===== src/rtl/rvne_pipe_pkg.sv =====
// Shared pipeline definitions: default widths, skid-stage state encodings
// and the bit offsets used to pack a MEM/WB payload into a flat vector.
package rvne_pipe_pkg;

  localparam int DEF_XLEN    = 32;
  localparam int DEF_VLEN    = 512;
  localparam int DEF_RADDR_W = 5;
  localparam int DEF_VL_W    = 2;

  typedef enum logic [1:0] {
    ST_EMPTY = 2'd0,
    ST_ONE   = 2'd1,
    ST_FULL  = 2'd2
  } memwb_state_e;

  // Control bits sit at the bottom of the packed payload, followed by VL,
  // rd, alu result, scalar load data and finally the optional vector data.
  localparam int OFF_MEMTOREG = 0;
  localparam int OFF_REGWRITE = 1;
  localparam int OFF_WVRWRITE = 2;
  localparam int OFF_SVRWRITE = 3;
  localparam int OFF_VL       = 4;

  function automatic int memwb_scalar_width(int xlen, int raddr_w, int vl_w);
    return OFF_VL + vl_w + raddr_w + 2 * xlen;
  endfunction

endpackage


===== src/rtl/memwb_skid_stage_if.sv =====
// MEM/WB handshake bundle: the MEM-side payload with valid/ready going in,
// and the WB-side payload with valid/ready coming out of the stage.
interface memwb_skid_stage_if
  import rvne_pipe_pkg::*;
#(
  parameter int XLEN    = DEF_XLEN,
  parameter int VLEN    = DEF_VLEN,
  parameter int RADDR_W = DEF_RADDR_W,
  parameter int VL_W    = DEF_VL_W
);

  logic               in_valid;
  logic               in_ready;
  logic [XLEN-1:0]    readdata_in;
  logic [VLEN-1:0]    readdata512_in;
  logic [XLEN-1:0]    alu_result_in;
  logic [RADDR_W-1:0] rd_in;
  logic               memtoreg_in;
  logic               regwrite_in;
  logic               WVRwrite_in;
  logic               SVRwrite_in;
  logic [VL_W-1:0]    VL_in;

  logic               out_valid;
  logic               out_ready;
  logic [XLEN-1:0]    readdata_out;
  logic [VLEN-1:0]    readdata512_out;
  logic [XLEN-1:0]    alu_result_out;
  logic [RADDR_W-1:0] rd_out;
  logic               memtoreg_out;
  logic               regwrite_out;
  logic               WVRwrite_out;
  logic               SVRwrite_out;
  logic [VL_W-1:0]    VL_out;

  // Surrounding pipeline: drives the MEM payload and the WB ready.
  modport master (
    output in_valid, readdata_in, readdata512_in, alu_result_in, rd_in,
           memtoreg_in, regwrite_in, WVRwrite_in, SVRwrite_in, VL_in,
           out_ready,
    input  in_ready, out_valid, readdata_out, readdata512_out,
           alu_result_out, rd_out, memtoreg_out, regwrite_out,
           WVRwrite_out, SVRwrite_out, VL_out
  );

  // The skid stage itself.
  modport slave (
    input  in_valid, readdata_in, readdata512_in, alu_result_in, rd_in,
           memtoreg_in, regwrite_in, WVRwrite_in, SVRwrite_in, VL_in,
           out_ready,
    output in_ready, out_valid, readdata_out, readdata512_out,
           alu_result_out, rd_out, memtoreg_out, regwrite_out,
           WVRwrite_out, SVRwrite_out, VL_out
  );

endinterface


===== src/rtl/memwb_skid_stage_pipe_slot.sv =====
// One payload slot of the skid buffer: a flat register with a load enable
// that clears to zero on reset.
module pipe_slot #(
  parameter int W = 8
) (
  input  logic         clk,
  input  logic         reset,
  input  logic         load,
  input  logic [W-1:0] d,
  output logic [W-1:0] q
);

  // Capture the offered payload only when the control logic asks for it.
  always_ff @(posedge clk or posedge reset) begin
    if (reset) begin
      q <= '0;
    end else if (load) begin
      q <= d;
    end
  end

endmodule


===== src/rtl/memwb_skid_stage.sv =====
// MEM/WB pipeline stage with a two-entry skid buffer. MAIN always drives the
// WB outputs; SKID absorbs the one extra payload that can arrive while WB is
// stalled, so in_ready only ever depends on registered state.
module memwb_skid_stage
  import rvne_pipe_pkg::*;
#(
  parameter int XLEN    = DEF_XLEN,
  parameter int VLEN    = DEF_VLEN,
  parameter int RADDR_W = DEF_RADDR_W,
  parameter int VL_W    = DEF_VL_W,
  parameter bit VEC_EN  = 1'b1
) (
  input  logic                clk,
  input  logic                reset,
  input  logic                flush,
  memwb_skid_stage_if.slave   bus,
  output logic [1:0]          occupancy
);

  localparam int OFF_RD    = OFF_VL + VL_W;
  localparam int OFF_ALU   = OFF_RD + RADDR_W;
  localparam int OFF_RDATA = OFF_ALU + XLEN;
  localparam int OFF_VDATA = OFF_RDATA + XLEN;
  localparam int SW        = memwb_scalar_width(XLEN, RADDR_W, VL_W);
  localparam int PW        = SW + (VEC_EN ? VLEN : 0);

  memwb_state_e state_q, state_d;
  logic [1:0]   occ_q, occ_d;
  logic         push, pop;
  logic         main_load, skid_load, main_from_skid;
  logic [SW-1:0] in_scalar;
  logic [PW-1:0] in_pkt, main_d, main_q, skid_q;

  assign bus.in_ready  = (state_q != ST_FULL);
  assign bus.out_valid = (state_q != ST_EMPTY);
  assign push = bus.in_valid & bus.in_ready;
  assign pop  = bus.out_valid & bus.out_ready;

  assign in_scalar = {bus.readdata_in, bus.alu_result_in, bus.rd_in, bus.VL_in,
                      bus.SVRwrite_in, bus.WVRwrite_in, bus.regwrite_in,
                      bus.memtoreg_in};

  // The vector field only exists in the slots when the vector path is built.
  generate
    if (VEC_EN) begin : g_vec
      assign in_pkt = {bus.readdata512_in, in_scalar};
      assign bus.readdata512_out = main_q[OFF_VDATA +: VLEN];
    end else begin : g_novec
      assign in_pkt = in_scalar;
      assign bus.readdata512_out = '0;
    end
  endgenerate

  assign main_d = main_from_skid ? skid_q : in_pkt;

  pipe_slot #(.W(PW)) u_main (
    .clk   (clk),
    .reset (reset),
    .load  (main_load),
    .d     (main_d),
    .q     (main_q)
  );

  pipe_slot #(.W(PW)) u_skid (
    .clk   (clk),
    .reset (reset),
    .load  (skid_load),
    .d     (in_pkt),
    .q     (skid_q)
  );

  assign bus.readdata_out   = main_q[OFF_RDATA +: XLEN];
  assign bus.alu_result_out = main_q[OFF_ALU +: XLEN];
  assign bus.rd_out         = main_q[OFF_RD +: RADDR_W];
  assign bus.VL_out         = main_q[OFF_VL +: VL_W];
  assign bus.memtoreg_out   = main_q[OFF_MEMTOREG] & bus.out_valid;
  assign bus.regwrite_out   = main_q[OFF_REGWRITE] & bus.out_valid;
  assign bus.WVRwrite_out   = main_q[OFF_WVRWRITE] & bus.out_valid;
  assign bus.SVRwrite_out   = main_q[OFF_SVRWRITE] & bus.out_valid;
  assign occupancy          = occ_q;

  // State and occupancy registers; reset drops everything held.
  always_ff @(posedge clk or posedge reset) begin
    if (reset) begin
      state_q <= ST_EMPTY;
      occ_q   <= 2'd0;
    end else begin
      state_q <= state_d;
      occ_q   <= occ_d;
    end
  end

  // Next state and slot loads; flush wins over any push in the same cycle.
  always_comb begin
    state_d        = state_q;
    main_load      = 1'b0;
    skid_load      = 1'b0;
    main_from_skid = 1'b0;
    if (flush) begin
      state_d = ST_EMPTY;
    end else begin
      case (state_q)
        ST_EMPTY: begin
          if (push) begin
            state_d   = ST_ONE;
            main_load = 1'b1;
          end
        end
        ST_ONE: begin
          if (push && pop) begin
            main_load = 1'b1;
          end else if (push) begin
            state_d   = ST_FULL;
            skid_load = 1'b1;
          end else if (pop) begin
            state_d = ST_EMPTY;
          end
        end
        ST_FULL: begin
          if (pop) begin
            state_d        = ST_ONE;
            main_load      = 1'b1;
            main_from_skid = 1'b1;
          end
        end
        default: state_d = ST_EMPTY;
      endcase
    end
  end

  // Occupancy tracks the net effect of push and pop each cycle.
  always_comb begin
    occ_d = occ_q;
    if (flush) begin
      occ_d = 2'd0;
    end else if (push && !pop) begin
      occ_d = occ_q + 2'd1;
    end else if (pop && !push) begin
      occ_d = occ_q - 2'd1;
    end
  end

endmodule


===== src/flat_wrapper.sv =====
// flat-port wrapper written by rule: the top's interface ports become plain ports
module memwb_skid_stage_flat import rvne_pipe_pkg::*;
#(
  parameter int XLEN    = DEF_XLEN,
  parameter int VLEN    = DEF_VLEN,
  parameter int RADDR_W = DEF_RADDR_W,
  parameter int VL_W    = DEF_VL_W,
  parameter bit VEC_EN  = 1'b1
)
  (clk, reset, flush, occupancy, bus_in_valid, bus_readdata_in, bus_readdata512_in, bus_alu_result_in, bus_rd_in, bus_memtoreg_in, bus_regwrite_in, bus_WVRwrite_in, bus_SVRwrite_in, bus_VL_in, bus_out_ready, bus_in_ready, bus_out_valid, bus_readdata_out, bus_readdata512_out, bus_alu_result_out, bus_rd_out, bus_memtoreg_out, bus_regwrite_out, bus_WVRwrite_out, bus_SVRwrite_out, bus_VL_out);
  memwb_skid_stage_if #(.XLEN(XLEN), .VLEN(VLEN), .RADDR_W(RADDR_W), .VL_W(VL_W)) bus_i ();
  input  logic clk;
  input  logic reset;
  input  logic flush;
  output logic [1:0] occupancy;
  input wire logic [$bits(bus_i.in_valid)-1:0] bus_in_valid;
  input wire logic [$bits(bus_i.readdata_in)-1:0] bus_readdata_in;
  input wire logic [$bits(bus_i.readdata512_in)-1:0] bus_readdata512_in;
  input wire logic [$bits(bus_i.alu_result_in)-1:0] bus_alu_result_in;
  input wire logic [$bits(bus_i.rd_in)-1:0] bus_rd_in;
  input wire logic [$bits(bus_i.memtoreg_in)-1:0] bus_memtoreg_in;
  input wire logic [$bits(bus_i.regwrite_in)-1:0] bus_regwrite_in;
  input wire logic [$bits(bus_i.WVRwrite_in)-1:0] bus_WVRwrite_in;
  input wire logic [$bits(bus_i.SVRwrite_in)-1:0] bus_SVRwrite_in;
  input wire logic [$bits(bus_i.VL_in)-1:0] bus_VL_in;
  input wire logic [$bits(bus_i.out_ready)-1:0] bus_out_ready;
  output wire logic [$bits(bus_i.in_ready)-1:0] bus_in_ready;
  output wire logic [$bits(bus_i.out_valid)-1:0] bus_out_valid;
  output wire logic [$bits(bus_i.readdata_out)-1:0] bus_readdata_out;
  output wire logic [$bits(bus_i.readdata512_out)-1:0] bus_readdata512_out;
  output wire logic [$bits(bus_i.alu_result_out)-1:0] bus_alu_result_out;
  output wire logic [$bits(bus_i.rd_out)-1:0] bus_rd_out;
  output wire logic [$bits(bus_i.memtoreg_out)-1:0] bus_memtoreg_out;
  output wire logic [$bits(bus_i.regwrite_out)-1:0] bus_regwrite_out;
  output wire logic [$bits(bus_i.WVRwrite_out)-1:0] bus_WVRwrite_out;
  output wire logic [$bits(bus_i.SVRwrite_out)-1:0] bus_SVRwrite_out;
  output wire logic [$bits(bus_i.VL_out)-1:0] bus_VL_out;
  assign bus_i.in_valid = bus_in_valid;
  assign bus_i.readdata_in = bus_readdata_in;
  assign bus_i.readdata512_in = bus_readdata512_in;
  assign bus_i.alu_result_in = bus_alu_result_in;
  assign bus_i.rd_in = bus_rd_in;
  assign bus_i.memtoreg_in = bus_memtoreg_in;
  assign bus_i.regwrite_in = bus_regwrite_in;
  assign bus_i.WVRwrite_in = bus_WVRwrite_in;
  assign bus_i.SVRwrite_in = bus_SVRwrite_in;
  assign bus_i.VL_in = bus_VL_in;
  assign bus_i.out_ready = bus_out_ready;
  assign bus_in_ready = bus_i.in_ready;
  assign bus_out_valid = bus_i.out_valid;
  assign bus_readdata_out = bus_i.readdata_out;
  assign bus_readdata512_out = bus_i.readdata512_out;
  assign bus_alu_result_out = bus_i.alu_result_out;
  assign bus_rd_out = bus_i.rd_out;
  assign bus_memtoreg_out = bus_i.memtoreg_out;
  assign bus_regwrite_out = bus_i.regwrite_out;
  assign bus_WVRwrite_out = bus_i.WVRwrite_out;
  assign bus_SVRwrite_out = bus_i.SVRwrite_out;
  assign bus_VL_out = bus_i.VL_out;
  memwb_skid_stage #(.XLEN(XLEN), .VLEN(VLEN), .RADDR_W(RADDR_W), .VL_W(VL_W), .VEC_EN(VEC_EN)) u_core (.clk(clk), .reset(reset), .flush(flush), .bus(bus_i), .occupancy(occupancy));
endmodule

===== config.mk =====
export PLATFORM = sky130hd
export DESIGN_NAME = memwb_skid_stage_flat
export DESIGN_NICKNAME = d
export VERILOG_FILES = /design/src/rtl/rvne_pipe_pkg.sv /design/src/rtl/memwb_skid_stage_if.sv /design/src/rtl/memwb_skid_stage_pipe_slot.sv /design/src/rtl/memwb_skid_stage.sv /design/src/flat_wrapper.sv
export SDC_FILE = /design/constraint.sdc
export NUM_CORES = 2
export LEC_CHECK = 0
export ABC_CLOCK_PERIOD_IN_PS = 62200
export CAP_MARGIN = 5
export CORE_AREA = 3 3 456 458
export CTS_CLUSTER_SIZE = 25
export DETAILED_ROUTE_END_ITERATION = 10
export DIE_AREA = 0 0 459 461
export GPL_TIMING_DRIVEN = 0
export PLACE_DENSITY = 0.48
export REMOVE_ABC_BUFFERS = 1
export SLEW_MARGIN = 20
export SYNTH_ARGS = -nofsm -noshare
export SYNTH_HDL_FRONTEND = slang
export SYNTH_SLANG_ARGS = --single-unit

===== constraint.sdc =====
create_clock -name clk -period 62.2 [get_ports clk]
set_input_delay 9.33 -clock clk [delete_from_list [all_inputs] [get_ports clk]]
set_output_delay 9.33 -clock clk [all_outputs]
set_load 0.03 [all_outputs]

---- After elaboration in Yosys (flattened, before gate mapping) ----
Cells that the tools add are included.
storage, ports and cells
  flip-flop bits (word level) ............. 1178
  bits of input ports ..................... 592
  output and inout port bits .............. 591
  logic and storage cells ................. 49
operators by class
  add/subtract/negate cells ............... 2
  equality and inequality tests ........... 7
  mux-type cells .......................... 21
  bitwise logic cells ..................... 6
  reductions and logical operators ........ 9
operators by type and width
  kind                   number
  $mux W587              1
  $mux W2                9
  $mux W1                9
  $and A1 B1 Y1          6
  $ne A3 B2 Y1 const B   2
  $pmux W2 S3            1
  $ne A4 B2 Y1 const B   1
  $reduce_and A4 Y1      1
  $logic_and A1 B1 Y1    3
  $ne A3 B3 Y1 const B   1
  $pmux W1 S3            1
  $reduce_bool A3 Y1     1
  $add A2 B1 Y2 const B  1
  $eq A2 B1 Y1 const B   1
  $eq A2 B2 Y1 const B   1
  $logic_not A1 Y1       2
  $logic_not A2 Y1       1
  $ne A2 B2 Y1 const B   1
  $reduce_bool A2 Y1     1
  $sub A2 B1 Y2 const B  1

---- Depth between registers and ports, before layout ----
  depth in word-level cells ............... 7
  depth in mapped cells ................... 8
  mapped depth without buffers ............ 4

---- Cells and area by module ----
A second synthesis with hierarchy kept.
unflattened totals
  cells, all modules ...................... 3173
  area, all modules ....................... 53481.3 um2
modules (own cells, without submodules)
  module            instances  cells an instance  area an instance (um2)  sequential area each (um2)
  pipe_slot         2          1240               21931.0                 14689.1
  memwb_skid_stage  1          693                9619.2                  100.1

---- Least setup slack after synthesis ----
Ideal clock, no wire load.
  path type ............................... input -> register
  start ................................... input port bus_in_valid
  end ..................................... register u_core.u_skid.q[320]
  setup time .............................. 125 ps
  arrival time ............................ 10697 ps
  data required time ...................... 62075 ps
  setup slack ............................. 51379 ps
  stages .................................. 7
  path buffers ............................ 4
  cell sequence ........................... buf_2 > nand2b_1 > nor3_1 > buf_2 > buf_2 > buf_2 > mux2_2
on the way
  cells in the longest elaborated chain, start to end .. 5
  elaborated cells between the ends (all ways) .. 6
  those cells by class .................... mux (4); bitwise (1); reduce/logical (1)
ends and longest elaborated chain
  what                                            RTL line                                          source
  start: declaration                              flat_wrapper.sv:16                                input wire logic [$bits(bus_i.in_valid)-1:0] bus_in_valid;
  $and A1 B1 Y1 *                                 memwb_skid_stage.sv:36                            assign push = bus.in_valid & bus.in_ready;
  $mux W1 or $logic_and A1 B1 Y1 (tied branches)  memwb_skid_stage.sv:112, memwb_skid_stage.sv:110
  $mux W1 *                                       memwb_skid_stage.sv:110                           if (push && pop) begin
  $mux W1 *                                       memwb_skid_stage.sv:102                           case (state_q)
  $mux W1 *                                       memwb_skid_stage.sv:99                            if (flush) begin
  end signal: assignment                          memwb_skid_stage_pipe_slot.sv:16                  q <= '0;
  end signal: assignment                          memwb_skid_stage_pipe_slot.sv:18                  q <= d;
  end: declaration                                memwb_skid_stage_pipe_slot.sv:10                  output logic [W-1:0] q
Mark *: on every way between the ends. The rest lies on a longest branch, timed or not.
A chain may end at the register's enable or synchronous reset.

---- Worst setup path in the final report ----
  start ................................... input port bus_in_valid
  end ..................................... register u_core.u_skid.q[525]
The elaborated chain is that of the path after synthesis.

==> results.md <==
- NetSw: between 0.0007 and 0.0008 W
- Htree depth: 4
- Critical path type: input port to flip-flop
- Die Y: between 400 and 500 um
- Sequential share of the synthesized area: 53.5%
- Initial Util: between 20 and 30%
- Seq pwr share: 40.7%
- Floorplan row count: around 170
- Chip Width: about 460 um
- Placed insts: 7039
- Synth Instances: ~3800
- Crit path arrival time: between 10 and 15 ns
- Clock group share of total power: 33.8%
- Post-DRT Antenna Nets: 0
- Global-route usage over all layers: about 15%
- Post-route insts no fill: around 7300
- CTS Buf Count: 150
- Clk_lat worst skew: ~0.76 ns
- Dpl hpwl: 130 mm
- Via/cell ratio: between 4 and 5
- Slew Viols, Final: 0
- CP startpoint kind: input port
- Proportion of power drawn by combinational gates: about a quarter
- P&R area growth vs syn: 31.5%
- Max-slew headroom: a little over half
- 1st-pass router iterations: 4
- Internal power: 0.00180 W
- CP required: 62.84 ns
- WL final: approximately 170 mm
- Fmax: 73.0 MHz
- Buffers on Ports: between 1000 and 1500
- LEAKAGE: 29.7 nW
- Final period utilization: 22.0%
- RSZ-0062 raised after global routing: false
- Core area: 204000 sq um
- Gp weighted congestion: between 0.7 and 0.8
- Power Density: approximately 35 nW/um^2
- First-pass GRT wire length: between 200 and 250 mm
- Max-cap check violation count: 0
- Switching Fraction: approximately 30%
- Clock Path Buffers: 3
- Netlist Area Pre-Place: between 50000 and 60000 sq um
- Pin count of the biggest net entering global routing: 94
- Setup TNS Final: 0 ns
- CP endpoint kind: flip-flop
- Mapped Avg Cell Area: around 15 sq um
- Post-cts sizing count: 0
- Nets@finish: 5095
- Layout cells sized above 1: between 30 and 40%
- WL per Instance: around 23 um
- Ports: ~1200
- Routed vias: 31300
- Worst-path clk slew: around 0.06 ns
- Hold crit path type: flip-flop to flip-flop
- Hold_buf cts: 0
- Clock sink count: 1178
- Outcome: finished, final reports clean
- CP max FO: 10
- CTS tree: yes
- FILL cells: between 15000 and 20000
- Seq cells post-synth: between 1000 and 1500
- Die area: around 210000 sq um
- Slew of the pin with the lowest slew margin: 0.699 ns
- Setup violations, final: 0
- First DRT Iteration DRCs: around 1000
- Clock skew: around 0.019 ns
- Min Tclk post-route: 13.71 ns
- Vias in the first global route: approximately 33000
- Setup Buffers After CTS: 0
- Synth cell types: 23
- Yosys warnings: 0
- Final Hold Fails: 0
- Post-route DRC: 0
- Total congestion overflow: 0
- Maximum vdd drop: 24.1 uV
- Initial antenna violation count: 94
- Clk Tree Root Cell: clkbuf_16
cell usage after synthesis:
| cell type | number | area share [%] |
|---|---|---|
| mux2_2 | 1261 | 26 |
| dfrtp_1 | 1178 | 53 |
| buf_4 | 631 | 8.6 |
| mux2_1 | 502 | 10 |
| buf_2 | 129 | 1.2 |
| buf_6 | 19 | 0.39 |
| nor2b_1 | 7 | 0.079 |
| nor2_1 | 5 | 0.034 |
| inv_1 | 4 | 0.027 |
| a21oi_1 | 2 | 0.018 |
| clkbuf_1 | 2 | 0.014 |
| nand2b_1 | 2 | 0.023 |
| nor3_1 | 2 | 0.018 |
| o21ai_0 | 2 | 0.018 |
| a211oi_1 | 1 | 0.014 |
| a21boi_2 | 1 | 0.020 |
| a311oi_1 | 1 | 0.016 |
| a32oi_1 | 1 | 0.016 |
| mux2i_1 | 1 | 0.018 |
| nand2b_4 | 1 | 0.025 |
| nand3_1 | 1 | 0.0091 |
| nor3b_2 | 1 | 0.023 |
| o21bai_1 | 1 | 0.014 |
path summary, 6_finish.rpt:
check,slack [ns],start,depth (start not counted),to
worst min register to register,0.48,u_core.u_skid.q[340]$_DFFE_PP0P_,1,u_core.u_skid.q[340]$_DFFE_PP0P_
worst max register to register,57.18,u_core.state_q[1]$_DFFE_PP0P_,20,u_core.u_skid.q[525]$_DFFE_PP0P_
worst min-delay path,0.48,u_core.u_skid.q[340]$_DFFE_PP0P_,1,u_core.u_skid.q[340]$_DFFE_PP0P_
worst max-delay path,48.49,bus_in_valid,21,u_core.u_skid.q[525]$_DFFE_PP0P_
min in group asynchronous,8.99,reset,2,u_core.u_main.q[52]$_DFFE_PP0P_
max in group asynchronous,50.11,reset,9,u_core.u_skid.q[43]$_DFFE_PP0P_
kinds of logic after synthesis:
family / share of synthesized area (%)
muxes: 36.0
DFF: 53.5
buffers and inverters: 10.2
and+or+nand+nor: 0.211
AOI/OAI and AO/OA: 0.116
final cells by class:
class	instances	area [sq um]	share of cell area (%)
clock inverters	33	412	0.568
flip-flops and latches	1178	29500	40.7
well taps	2688	3360	4.64
diodes	46	115	0.159
clock buffers	231	4490	6.19
inverters	4	22.5	0.0311
repair buffers	1377	14600	20.1
multi-input cells	1792	20100	27.7
critical path, stage by stage:
cell	delay [ns]
clkdlybuf4s50_1	0.63
nand2b_1	0.17
nor3_2	0.50
buf_6	0.22
buf_6	0.14
buf_4	0.17
buf_4	0.20
buf_4	0.21
buf_4	0.20
buf_4	0.19
buf_4	0.21
buf_4	0.21
buf_4	0.22
buf_4	0.21
buf_4	0.21
buf_4	0.20
buf_4	0.18
buf_4	0.20
buf_6	0.16
buf_4	0.19
mux2_2	0.34
sequential cells by signal (all words and copies together), names as in the netlist:
signal            flops
u_core.state_q        2
u_core.occupancy      2
u_core.u_skid.q     587
u_core.u_main.q     587
power by group through the flow:
| stage | combinational (W) | clock, W | sequential, W |
|---|---|---|---|
| floorplan | 0.000288 | 0 | 0.00120 |
| global placement | 0.000790 | 0 | 0.00107 |
| detailed placement | 0.000666 | 0 | 0.00106 |
| finish | 0.000655 | 0.000870 | 0.00105 |
| global route | 0.000696 | 0.000940 | 0.00107 |
| CTS | 0.000668 | 0.000912 | 0.00105 |
stage by stage:
step	utilization (%)	hold WS [ns]	total power [W]	setup slack (ns)	instance area (sq um)
detailed placement	33.0	0.468	0.00172	47.59	67500
finish	35.5	0.480	0.00257	48.49	72500
CTS	35.4	0.484	0.00263	48.46	72400
global placement	31.7	0.462	0.00186	-30.14	64700
global route	35.5	0.490	0.00271	48.15	72500
floorplan	-	0.453	0.00149	8.15	49500
cell usage in the layout, fill, tap and decap left out, types with 2 or more instances in the layout:
cell,Yosys,layout
mux2_2,1261,1261
clkdlybuf4s50_1,0,1182
dfrtp_1,1178,1178
mux2_1,502,502
clkbuf_16,0,157
buf_4,631,67
buf_6,19,52
diode_2,0,46
clkbuf_1,2,46
buf_16,0,34
clkbuf_8,0,28
buf_8,0,26
buf_12,0,16
clkinv_2,0,13
nor2b_1,7,7
bufinv_16,0,6
clkinvlp_4,0,6
nor2_1,5,5
inv_1,4,3
inv_6,0,3
nand2b_1,2,2
o21ai_0,2,2
a21oi_1,2,2
inv_16,0,2
per-layer routing:
layer	up-vias	GRT usage [%]	wire length [um]
li1	14200	-	-
met1	15900	17.1	64400
met2	927	25.0	79700
met3	284	7.97	17700
met4	62	6.10	5410
met5	-	0	397
(Power assumes the default switching activity.)
